<file path="src/rtl/pipe_mem_pkg.sv">
// Shared types and constants for the fetch/LSU memory-port arbiter.
// Optional build macro ARB_RR_EN selects round-robin arbitration.
package pipe_mem_pkg;

  typedef enum logic [2:0] {
    ARB_IDLE    = 3'd0,
    ARB_REQ_IF  = 3'd1,
    ARB_REQ_LS  = 3'd2,
    ARB_WAIT_IF = 3'd3,
    ARB_WAIT_LS = 3'd4
  } arb_state_e;

  localparam logic [0:0] REQ_IF = 1'b0;
  localparam logic [0:0] REQ_LS = 1'b1;

  localparam logic [31:0] NOP_INSTR = 32'h0000_0013;

  // Pick the 32-bit instruction out of a 64-bit line using PC bit 2.
  function automatic logic [31:0] instr_half(input logic sel_hi, input logic [63:0] line);
    logic [31:0] res;
    if (sel_hi) begin
      res = line[63:32];
    end else begin
      res = line[31:0];
    end
    return res;
  endfunction

endpackage

</file>
<file path="src/rtl/arb_pick.sv">
// Two-way requester picker for the memory-port arbiter.
// With ARB_RR_EN defined it keeps a last-grant pointer and alternates; otherwise LS wins.
module arb_pick
  import pipe_mem_pkg::*;
(
`ifdef ARB_RR_EN
  input  logic       clk,
  input  logic       rstn,
`endif
  input  logic       idle,
  input  logic       if_valid,
  input  logic       ls_valid,
  input  logic       if_flush,
  output logic [1:0] grant
);

  logic if_ok_s;

  // A flushed fetch is never eligible, whichever policy is built.
  assign if_ok_s = idle & if_valid & ~if_flush;

`ifdef ARB_RR_EN
  logic       last_r;
  logic [1:0] grant_s;

  // Favour the requester that did not win the previous accept.
  always_comb begin
    grant_s = 2'b00;
    if (if_ok_s && (!ls_valid || (last_r == REQ_LS))) begin
      grant_s[REQ_IF] = 1'b1;
    end else if (idle && ls_valid) begin
      grant_s[REQ_LS] = 1'b1;
    end else begin
      grant_s = 2'b00;
    end
  end

  always_ff @(posedge clk) begin
    if (!rstn) begin
      last_r <= REQ_LS;
    end else if (grant_s[REQ_IF]) begin
      last_r <= REQ_IF;
    end else if (grant_s[REQ_LS]) begin
      last_r <= REQ_LS;
    end else begin
      last_r <= last_r;
    end
  end

  assign grant = grant_s;
`else
  always_comb begin
    grant         = 2'b00;
    grant[REQ_LS] = idle & ls_valid;
    grant[REQ_IF] = if_ok_s & ~ls_valid;
  end
`endif

endmodule

</file>
<file path="src/rtl/ifu_lsu_mem_arbiter.sv">
// Shares one memory port between instruction fetch and the LSU, one transaction in flight.
// Build macro ARB_RR_EN switches the picker from LS-first priority to round-robin.
module ifu_lsu_mem_arbiter
  import pipe_mem_pkg::*;
#(
  parameter int ADDR_W = 64,
  parameter int DATA_W = 64,
  parameter int MASK_W = 8
) (
  input  logic              clk,
  input  logic              rstn,
  input  logic              if_req_valid,
  output logic              if_req_ready,
  input  logic [ADDR_W-1:0] if_addr,
  input  logic              if_flush,
  output logic              if_rsp_valid,
  output logic [31:0]       if_rsp_instr,
  input  logic              ls_req_valid,
  output logic              ls_req_ready,
  input  logic              ls_req_wen,
  input  logic [ADDR_W-1:0] ls_addr,
  input  logic [DATA_W-1:0] ls_wdata,
  input  logic [MASK_W-1:0] ls_wmask,
  output logic              ls_rsp_valid,
  output logic [DATA_W-1:0] ls_rsp_rdata,
  output logic              mem_req_valid,
  input  logic              mem_req_ready,
  output logic              mem_req_wen,
  output logic [ADDR_W-1:0] mem_addr,
  output logic [DATA_W-1:0] mem_wdata,
  output logic [MASK_W-1:0] mem_wmask,
  input  logic              mem_rsp_valid,
  input  logic [DATA_W-1:0] mem_rsp_rdata,
  output logic              busy
);

  arb_state_e        state_r;
  arb_state_e        state_nxt_s;
  logic [1:0]        grant_s;
  logic              idle_s;
  logic              if_acc_s;
  logic              ls_acc_s;
  logic              rsp_if_s;
  logic              rsp_ls_s;
  logic              if_deliver_s;
  logic              drop_r;
  logic [ADDR_W-1:0] addr_r;
  logic              wen_r;
  logic [DATA_W-1:0] wdata_r;
  logic [MASK_W-1:0] wmask_r;
  logic              if_rsp_valid_r;
  logic              ls_rsp_valid_r;
  logic [31:0]       if_rsp_instr_r;
  logic [DATA_W-1:0] ls_rsp_rdata_r;

  // Readys stay low while reset is applied, even if requesters are asserting valid.
  assign idle_s = rstn & (state_r == ARB_IDLE);

  arb_pick u_pick (
`ifdef ARB_RR_EN
    .clk      (clk),
    .rstn     (rstn),
`endif
    .idle     (idle_s),
    .if_valid (if_req_valid),
    .ls_valid (ls_req_valid),
    .if_flush (if_flush),
    .grant    (grant_s)
  );

  assign if_acc_s     = grant_s[REQ_IF];
  assign ls_acc_s     = grant_s[REQ_LS];
  assign rsp_if_s     = (state_r == ARB_WAIT_IF) & mem_rsp_valid;
  assign rsp_ls_s     = (state_r == ARB_WAIT_LS) & mem_rsp_valid;
  assign if_deliver_s = rsp_if_s & ~drop_r & ~if_flush;

  always_ff @(posedge clk) begin
    if (!rstn) begin
      state_r <= ARB_IDLE;
    end else begin
      state_r <= state_nxt_s;
    end
  end

  // Responses outside WAIT_x are not ours and are ignored.
  always_comb begin
    state_nxt_s = state_r;
    case (state_r)
      ARB_IDLE: begin
        if (ls_acc_s) begin
          state_nxt_s = ARB_REQ_LS;
        end else if (if_acc_s) begin
          state_nxt_s = ARB_REQ_IF;
        end else begin
          state_nxt_s = ARB_IDLE;
        end
      end
      ARB_REQ_IF: begin
        if (mem_req_ready) begin
          state_nxt_s = ARB_WAIT_IF;
        end else begin
          state_nxt_s = ARB_REQ_IF;
        end
      end
      ARB_REQ_LS: begin
        if (mem_req_ready) begin
          state_nxt_s = ARB_WAIT_LS;
        end else begin
          state_nxt_s = ARB_REQ_LS;
        end
      end
      ARB_WAIT_IF: begin
        if (mem_rsp_valid) begin
          state_nxt_s = ARB_IDLE;
        end else begin
          state_nxt_s = ARB_WAIT_IF;
        end
      end
      ARB_WAIT_LS: begin
        if (mem_rsp_valid) begin
          state_nxt_s = ARB_IDLE;
        end else begin
          state_nxt_s = ARB_WAIT_LS;
        end
      end
      default: begin
        state_nxt_s = ARB_IDLE;
      end
    endcase
  end

  // Payload is captured once at accept and held stable through REQ_x and WAIT_x.
  always_ff @(posedge clk) begin
    if (!rstn) begin
      addr_r  <= '0;
      wen_r   <= 1'b0;
      wdata_r <= '0;
      wmask_r <= '0;
    end else if (ls_acc_s) begin
      addr_r  <= ls_addr;
      wen_r   <= ls_req_wen;
      wdata_r <= ls_wdata;
      wmask_r <= ls_wmask;
    end else if (if_acc_s) begin
      addr_r  <= if_addr;
      wen_r   <= 1'b0;
      wdata_r <= '0;
      wmask_r <= '0;
    end else begin
      addr_r  <= addr_r;
      wen_r   <= wen_r;
      wdata_r <= wdata_r;
      wmask_r <= wmask_r;
    end
  end

  // A flushed fetch still runs to completion on the memory side; only its response is dropped.
  always_ff @(posedge clk) begin
    if (!rstn) begin
      drop_r <= 1'b0;
    end else if (rsp_if_s) begin
      drop_r <= 1'b0;
    end else if (if_flush && ((state_r == ARB_REQ_IF) || (state_r == ARB_WAIT_IF))) begin
      drop_r <= 1'b1;
    end else begin
      drop_r <= drop_r;
    end
  end

  always_ff @(posedge clk) begin
    if (!rstn) begin
      if_rsp_valid_r <= 1'b0;
      ls_rsp_valid_r <= 1'b0;
      if_rsp_instr_r <= 32'h0000_0000;
      ls_rsp_rdata_r <= '0;
    end else begin
      if_rsp_valid_r <= if_deliver_s;
      ls_rsp_valid_r <= rsp_ls_s;
      if (if_deliver_s) begin
        if_rsp_instr_r <= instr_half(addr_r[2], mem_rsp_rdata);
      end else begin
        if_rsp_instr_r <= if_rsp_instr_r;
      end
      if (rsp_ls_s) begin
        ls_rsp_rdata_r <= wen_r ? '0 : mem_rsp_rdata;
      end else begin
        ls_rsp_rdata_r <= ls_rsp_rdata_r;
      end
    end
  end

  assign if_req_ready  = if_acc_s;
  assign ls_req_ready  = ls_acc_s;
  assign mem_req_valid = (state_r == ARB_REQ_IF) || (state_r == ARB_REQ_LS);
  assign mem_req_wen   = wen_r;
  assign mem_addr      = addr_r;
  assign mem_wdata     = wdata_r;
  assign mem_wmask     = wmask_r;
  assign if_rsp_valid  = if_rsp_valid_r;
  assign if_rsp_instr  = if_rsp_instr_r;
  assign ls_rsp_valid  = ls_rsp_valid_r;
  assign ls_rsp_rdata  = ls_rsp_rdata_r;
  assign busy          = (state_r != ARB_IDLE);

endmodule

</file>
<file path="config.mk">
export PLATFORM = sky130hd
export DESIGN_NAME = ifu_lsu_mem_arbiter
export DESIGN_NICKNAME = d
export VERILOG_FILES = /design/src/rtl/pipe_mem_pkg.sv /design/src/rtl/arb_pick.sv /design/src/rtl/ifu_lsu_mem_arbiter.sv
export SDC_FILE = /design/constraint.sdc
export NUM_CORES = 1
export LEC_CHECK = 0
export ABC_CLOCK_PERIOD_IN_PS = 1700
export BUFFER_PORTS_ARGS = -buffer_cell sky130_fd_sc_hd__buf_2
export CAP_MARGIN = 10
export CORE_AREA = 2 2 198 200
export CTS_CLUSTER_SIZE = 40
export DETAILED_ROUTE_END_ITERATION = 8
export DIE_AREA = 0 0 200 202
export PLACE_DENSITY_LB_ADDON = 0.2
export SLEW_MARGIN = 15
export SYNTH_ARGS = -nofsm -noshare
export SYNTH_HDL_FRONTEND = slang
export SYNTH_SLANG_ARGS = --single-unit
export TNS_END_PERCENT = 30
</file>
<file path="constraint.sdc">
create_clock -name clk -period 1.7 [get_ports clk]
set_input_delay 0.34 -clock clk [delete_from_list [all_inputs] [get_ports clk]]
set_output_delay 0.34 -clock clk [all_outputs]
set_load 0.005 [all_outputs]
</file>
# Word level (Yosys, flattened, before mapping)
# Cells that the tools add are included.
# Widths: inputs -> output; s select.
[word_totals]
regBits = 239
inputBits = 272
out_inout_bits = 239
elab_cells = 51
[op_classes]
n_eq_ne = 4
muxes = 17
n_bitwise = 13
reduce_logical = 7
[op_table]
columns = ["operator", "n"]
rows = [
  ["$mux 64", 5],
  ["$mux 32", 1],
  ["$mux 8", 2],
  ["$pmux 3 s5", 1],
  ["$and 1x1->1", 9],
  ["$eq 3x2->1 const B", 2],
  ["$mux 2", 3],
  ["$mux 3", 2],
  ["$not 1->1", 4],
  ["$eq 3x1->1 const B", 1],
  ["$eq 3x3->1 const B", 1],
  ["$logic_not 3->1", 1],
  ["$mux 1", 3],
  ["$reduce_bool 3->1", 1],
  ["$logic_or 1x1->1", 2],
  ["$reduce_bool 2->1", 1],
  ["$reduce_or 2->1", 1],
  ["$logic_and 1x1->1", 1],
]

# Depth between registers and ports, before layout
# Gate-level depths: netlist of the first run.
[depth]
depth_word = 8
mapped_depth = 7
depth_no_buf = 5

# Cells and area by module
# Synthesis of the first run repeated with hierarchy kept, for this count alone.
[unflattened]
cells_unflattened = 928
hier_area_um2 = 9728.1
[modules_own_cells]
columns = ["module", "instances", "cells_each", "area_each_um2", "seq_area_each_um2"]
rows = [
  ["ifu_lsu_mem_arbiter", 1, 926, 9708.1, 4784.6],
  ["arb_pick", 1, 2, 20.0, 0.0],
]

# Least setup slack after synthesis of the first run
# OpenSTA, ideal clock, no wires.
[synth_timing]
path_type = "flip-flop to flip-flop"
from = "register state_r[1]"
to = "register ls_rsp_rdata_r[10], in the netlist ls_rsp_rdata[10]"
setup_time_ns = 0.117
arrival_ns = 1.364
required_time_ns = 1.583
slack_ns = 0.219
stages_incl_launch_ff = 6
n_path_buf = 3
period_less_slack_ns = 1.481
path_cell_list = "dfxtp_1 > buf_2 > o31a_1 > buf_2 > clkbuf_1 > a22o_1"
[synth_via]
elab_chain_cells = 2
[synth_rtl]
columns = ["item", "line", "source"]
rows = [
  ["start: declaration", "ifu_lsu_mem_arbiter.sv:37", "arb_state_e state_r;"],
  ["start signal: assignment", "ifu_lsu_mem_arbiter.sv:81", "state_r <= state_nxt_s;"],
  ["$eq 3x3->1", "ifu_lsu_mem_arbiter.sv:74", "assign rsp_ls_s = (state_r == ARB_WAIT_LS) & mem_rsp_valid;"],
  ["$and 1x1->1", "ifu_lsu_mem_arbiter.sv:74", ""],
  ["end signal: assignment", "ifu_lsu_mem_arbiter.sv:185", "ls_rsp_rdata_r <= wen_r ? '0 : mem_rsp_rdata;"],
  ["end signal: assignment", "ifu_lsu_mem_arbiter.sv:187", "ls_rsp_rdata_r <= ls_rsp_rdata_r;"],
  ["end: declaration", "ifu_lsu_mem_arbiter.sv:54", "logic [DATA_W-1:0] ls_rsp_rdata_r;"],
]
# No other way between the ends.
# A chain may end at the register's enable or synchronous reset.

# Worst setup path after layout of the first run
[layout_timing]
from = "register state_r[1]"
to = "output if_req_ready"
[layout_via]
elab_chain_cells = 5
[layout_rtl]
columns = ["item", "line", "source"]
rows = [
  ["$logic_not 3->1", "ifu_lsu_mem_arbiter.sv:57", "assign idle_s = rstn & (state_r == ARB_IDLE);"],
  ["$and 1x1->1", "ifu_lsu_mem_arbiter.sv:57", ""],
  ["$and 1x1->1 (2 in a row)", "arb_pick.sv:20", "assign if_ok_s = idle & if_valid & ~if_flush;"],
  ["$and 1x1->1", "arb_pick.sv:55", "grant[REQ_IF] = if_ok_s & ~ls_valid;"],
  ["end: declaration", "ifu_lsu_mem_arbiter.sv:13", "output logic if_req_ready,"],
]
# No other way between the ends.

==> results.sh, run 1 <==
export IMPL_final_common_cell="buf_2"
export IMPL_drive_gt1_frac=0.4411
export IMPL_ys_seq_elements=239
export IMPL_coreArea_um2=38290
export IMPL_clockBufferDepth=3
export IMPL_comb_power_share=0.156
export IMPL_track_usage=0.1609
export IMPL_clockRootBuffer="clkbuf_16"
export IMPL_worstReg2RegEnd="mem_wdata[45]"
export IMPL_critPathKind="flop to output pin"
export IMPL_hold_viol_final=0
export IMPL_cp_start_kind="flop"
export IMPL_hold_slack_ns=0.02555
export IMPL_hp_start="if_addr[57]"
export IMPL_nNetsFinal=1759
export IMPL_setup_viol=122
export IMPL_synth_edf_count=0
export IMPL_p_seq_frac=0.418
export IMPL_synthCells=924
export IMPL_place_congestion=0.8634
export IMPL_fill_cells=3964
export IMPL_fin_crit_sh=1.138
export IMPL_async_flop_share=0
export IMPL_syn_area_um2=8986
export IMPL_violations="negative setup slack"
export IMPL_grt_max_degree=118
export IMPL_fin_ws_ns=-0.2341
export IMPL_final_cell_mix="504 x buf_2, 236 x dfxtp_1, 120 x a21oi_1"
export IMPL_ys_flop_type="dfxtp_1"
export IMPL_p_sw_frac=0.2657
export IMPL_max_freq_ghz=0.5170
export IMPL_dpl_instance_area_um2=12170
export IMPL_synth_top_area_frac=0.5324
export IMPL_hold_end="mem_addr[57]"
export IMPL_grt_pass1_vias=8903
export IMPL_power_mw=14.46
export IMPL_min_path_type="primary input to flop"
export IMPL_drv_slew=0
export IMPL_area_growth_synth_to_final_pct=59.29
export IMPL_rrSetupSlack_ns=-0.09
export IMPL_synth_nets=1196
export IMPL_design_area_um2=14310
export IMPL_cts_inserted_buffers=29
export IMPL_r2r_start="state_r[1]"
export IMPL_drtIter0Drc=398
export IMPL_dieArea_um2=40400
export IMPL_final_setup_tns_ns=-5.506
export IMPL_cp_end_kind="output pin"
export IMPL_io_buffers=510
export IMPL_routedWlPerCell_um=17.37
export IMPL_rr_worst_depth=8
export IMPL_ant_nets=0
export IMPL_rsz0062_at_grt="yes"
export IMPL_yosys_warnings=0
export IMPL_start_util=0.2347
export IMPL_cts_tree="done"
export IMPL_seq_area_frac_synth=0.5324
export IMPL_cts_clk_slew_worst_paths_ns=0.06
export IMPL_row_count=72
export IMPL_clkPwrFrac=0.426
export IMPL_htreeDepth=1
export IMPL_dp_hpwl_um=24180
export IMPL_drv_cap=0
export IMPL_cp_required_ns=1.36
export IMPL_skew_ns=0.01074
export IMPL_io_pins=511
export IMPL_path_max_fanout=2
export IMPL_p_leak_nw=7.020
export IMPL_ir_worst_vdd_mv=0.7520
export IMPL_place_ws_ns=0.04473
export IMPL_power_switching_mw=3.840
export IMPL_clock_sinks=239
export IMPL_crit_start="state_r[1]"
export IMPL_via_per_inst=4.508
export IMPL_grt_pass1_wl_um=51050
export IMPL_p_int_mw=10.62
export IMPL_drt_total_wl_um=35310
export IMPL_arrival_ns=1.59
export IMPL_synth_area_per_cell_um2=9.725
export IMPL_die_x_um=200
export IMPL_hold_depth=3
export IMPL_drc=0
export IMPL_p_per_area_nw_per_um2=1010
export IMPL_overflow=0
export IMPL_yosys_area_top_type="dfxtp_1"
export IMPL_synthTopCellsByArea="dfxtp_1 53%, a21oi_1 7.3%, a22o_1 6.2%, a22oi_1 6.1%, nor2b_1 5.2%"
export IMPL_worst_slew_pin_slew_ns=0.6222
export IMPL_clock_latency_ns=0.55
export IMPL_period_minus_slack_ns=1.934
export IMPL_die_h_um=202
export IMPL_status="finished with violations"
export IMPL_yosysUniqueCellTypes=32
export IMPL_dr_pass1_iters=4
export IMPL_max_slew_margin=0.5852
export IMPL_via_count=9165
export IMPL_antenna_found_initial=4
layer usage:
layer	track usage	share of wire	vias up
met3	0.04756	0.076	63
met2	0.2847	0.50	326
met5	0	0	-
met4	0.05450	0.031	0
li1	-	-	4448
met1	0.1830	0.39	4328
worst max-delay path by stage:
stage / to / slack [ns] / cells after the start
after floorplan: ls_rsp_rdata[10] / 0.22 / 5
after global placement: mem_addr[38] / 0.08 / 7
after detailed placement: mem_addr[4] / 0.04 / 7
after CTS: ls_req_ready / -0.27 / 5
after global routing: if_req_ready / -0.30 / 4
final: if_req_ready / -0.23 / 4
synth_stat cells, types with 2 or more instances:
cell type	number
dfxtp_1	239
a21oi_1	131
nand2_1	99
nor2b_1	75
a22oi_1	73
o21ai_0	65
a22o_1	64
clkbuf_1	47
mux2i_1	33
o211a_1	32
buf_2	28
buf_4	7
buf_6	6
nor2_1	4
and2_1	2
nand2b_1	2
or3_1	2
critical path, cell delays in order (launching register included):
cell,delay (ns)
dfxtp_2,0.34
nor4b_4,0.32
buf_4,0.17
and2_4,0.13
buf_6,0.09
timing repair:
| item | CTS | global route |
|---|---|---|
| buffers inserted | 5 | 2 |
| endpoints found under the setup margin | 5 | 76 |
| pin swaps | 2 | 5 |
| hold buffers | 73 | 0 |
| hold endpoints to repair | 73 | 0 |
| gates cloned | 0 | 3 |
| resized for setup | 11 | 64 |
per-stage QoR:
stage | cells | utilization
after CTS | 2023 | 0.3636
after detailed placement | 1892 | 0.3180
after floorplan | 924 | -
after global placement | 1892 | 0.3180
after global routing | 2031 | 0.3737
final | 2033 | 0.3739
power groups by stage:
stage / combinational [mW] / clock, mW / sequential (mW)
final: 2.25 / 6.16 / 6.04
after CTS: 2.12 / 6.35 / 6.03
after global placement: 1.94 / 0 / 6.14
after detailed placement: 1.95 / 0 / 6.14
after floorplan: 0.883 / 0 / 6.17
after global routing: 2.46 / 6.58 / 6.07
kinds of logic after synthesis:
group / after synthesis / share of synthesized area
mux: 33 / 0.03676
simple gates: 191 / 0.1082
compound gates: 370 / 0.2722
xor+xnor: 1 / 0.0009748
flops: 239 / 0.5324
buf+inv: 90 / 0.04943
registers in the layout, summed over array words and instances, names as in the netlist:
name / cells
ls_rsp_rdata: 64
state_r: 3
if_rsp_valid: 1
mem_addr: 64
mem_wdata: 64
drop_r: 1
mem_wmask: 8
if_rsp_instr: 32
mem_req_wen: 1
ls_rsp_valid: 1
cell type report:
type | instances | area (um^2) | share of cell area
Clock inverter | 18 | 155.1 | 0.01084
Inverter | 2 | 12.51 | 0.0008741
Sequential cell | 239 | 4788 | 0.3345
Tap cell | 518 | 648.1 | 0.04528
Timing Repair Buffer | 620 | 3869 | 0.2703
Multi-Input combinational cell | 595 | 4036 | 0.2820
Antenna cell | 5 | 12.51 | 0.0008741
Clock buffer | 36 | 792.0 | 0.05533
Note: power is estimated with default switching activity, not from simulation.
==> run 2, diff against run 1 <==
- CORE_AREA: 2 2 198 200 -> 4 4 195 197
- DIE_AREA: 0 0 200 202 -> 0 0 199 201
==> run 2 against run 1 <==
  * Flip-flop and latch count is the same
  * Largest cell class unchanged
  * Final area shrank 2.9%
  * Highest routed layer is now met5
  * Global-route usage grew 0.052 points
  * Total power grew 0.62%
  * Wire length grew 2.9%
  * Count of clock-buffer cells in the layout grew 2
  * Largest power group unchanged
  * Combinational power is essentially flat
  * Clock skew grew 0.0085 ns
  * Non-clock buffer count shrank 45
  * The flow still finishes with violations (negative setup slack)
  * First-iteration DRC count shrank 11%
  * Fmax grew 1.2%
  * Critical path depth is the same
==> results.sh, run 2 (synthesis results as in run 1) <==
export IMPL_status="finished with violations"
export IMPL_violations="negative setup slack"
export IMPL_p_leak_nw=6.902
export IMPL_min_path_type="primary input to flop"
export IMPL_die_h_um=201
export IMPL_dp_cells=1844
export IMPL_clock_sinks=239
export IMPL_nNetsFinal=1715
export IMPL_dr_pass1_iters=4
export IMPL_postLayoutCoreUtil=0.3835
export IMPL_clockBufferDepth=3
export IMPL_arrival_ns=1.57
export IMPL_track_usage=0.1614
export IMPL_ir_worst_vdd_mv=0.6248
export IMPL_overflow=0
export IMPL_drc=0
export IMPL_via_per_inst=4.705
export IMPL_cp_start_kind="flop"
export IMPL_grt_pass1_wl_um=51910
export IMPL_p_per_area_nw_per_um2=1046
export IMPL_max_slew_margin=0.4888
export IMPL_drt_total_wl_um=36330
export IMPL_via_count=9118
export IMPL_start_util=0.2478
export IMPL_final_cell_mix="504 x buf_2, 235 x dfxtp_1, 121 x a21oi_1"
export IMPL_fin_ws_ns=-0.2104
export IMPL_drv_cap=0
export IMPL_worst_slew_pin_slew_ns=0.7669
export IMPL_final_common_cell="buf_2"
export IMPL_critPathKind="flop to output pin"
export IMPL_io_buffers=510
export IMPL_io_pins=511
export IMPL_clock_latency_ns=0.54
export IMPL_path_max_fanout=2
export IMPL_fill_cells=3769
export IMPL_clockRootBuffer="clkbuf_16"
export IMPL_coreArea_um2=36260
export IMPL_drv_slew=0
export IMPL_drive_gt1_frac=0.4563
export IMPL_row_count=70
export IMPL_grt_max_degree=173
export IMPL_rrSetupSlack_ns=-0.09
export IMPL_cts_inserted_buffers=28
export IMPL_cts_clk_slew_worst_paths_ns=0.06
export IMPL_max_freq_ghz=0.5235
export IMPL_die_x_um=199
export IMPL_rsz0062_at_grt="yes"
export IMPL_fin_crit_sh=1.124
export IMPL_drtIter0Drc=355
export IMPL_grt_pass1_vias=8973
export IMPL_cp_end_kind="output pin"
export IMPL_skew_ns=0.01926
export IMPL_stdcell_count=1938
export IMPL_hold_slack_ns=0.02957
export IMPL_ant_nets=0
export IMPL_htreeDepth=1
export IMPL_dp_hpwl_um=24850
export IMPL_hold_viol_final=0
export IMPL_cts_tree="done"
export IMPL_period_minus_slack_ns=1.910
export IMPL_area_growth_synth_to_final_pct=54.73
export IMPL_cp_required_ns=1.36
export IMPL_antenna_found_initial=8
export IMPL_place_congestion=0.8265
export IMPL_dieArea_um2=40000
export IMPL_setup_viol=107
export IMPL_routedWlPerCell_um=18.75
run 2: routing by layer:
metal / global-route usage / part of all wire / vias up / wire length [um]
met3: 0.04683 / 0.077 / 67 / 2792
li1: - / - / 4366 / -
met2: 0.2809 / 0.51 / 338 / 18420
met4: 0.06131 / 0.032 / 4 / 1157
met5: 0 / 0.00074 / - / 27
met1: 0.1864 / 0.38 / 4343 / 13930
run 2: path summary, 6_finish.rpt:
path,to,startpoint,cells after the start
hold reg to reg,ls_rsp_rdata[37],ls_rsp_rdata[37],1
setup / recovery,if_req_ready,state_r[0],4
setup reg to reg,mem_wdata[39],state_r[0],7
hold / removal,ls_rsp_rdata[54],mem_rsp_rdata[54],2
run 2: timing repair:
action                                 CTS  global route
hold buffers                            18             0
setup endpoints to repair                5           145
buffers inserted                         5             4
gates resized for setup                 17            61
pin swaps                                2             3
endpoints found under the hold margin   18             0
gates cloned                             0            12
run 2: power by group:
group          switching [mW]  internal [mW]
clock network            2.42           3.81
logic                    1.16           1.11
registers               0.149           5.89
run 2: cell type report:
type | count | area, um^2 | share of cell area
Antenna cell | 6 | 15.01 | 0.001080
Clock buffer | 38 | 819.5 | 0.05894
Clock inverter | 13 | 146.4 | 0.01053
Inverter | 2 | 15.01 | 0.001080
Multi-Input combinational cell | 597 | 4026 | 0.2896
Sequential cell | 239 | 4792 | 0.3446
Tap cell | 468 | 585.6 | 0.04211
Timing Repair Buffer | 575 | 3505 | 0.2520
run 2: worst max-delay path, cell delays in order (launching register included):
cell and delay, ns:
dfxtp_2 0.34, nor4b_4 0.31, buf_4 0.16, and2_4 0.13, buf_6 0.09
run 2: through the flow:
stage	TNS (ns)	setup WS, ns	power, mW	instance area [um^2]
final	-4.192	-0.2104	14.54	13900
after global routing	-16.01	-0.2766	15.20	13900
after CTS	-1.806	-0.2557	14.49	13350
after detailed placement	-0.5352	-0.05252	8.093	12130
after global placement	0	0.01271	8.089	12130
after floorplan	0	0.2191	7.052	8986
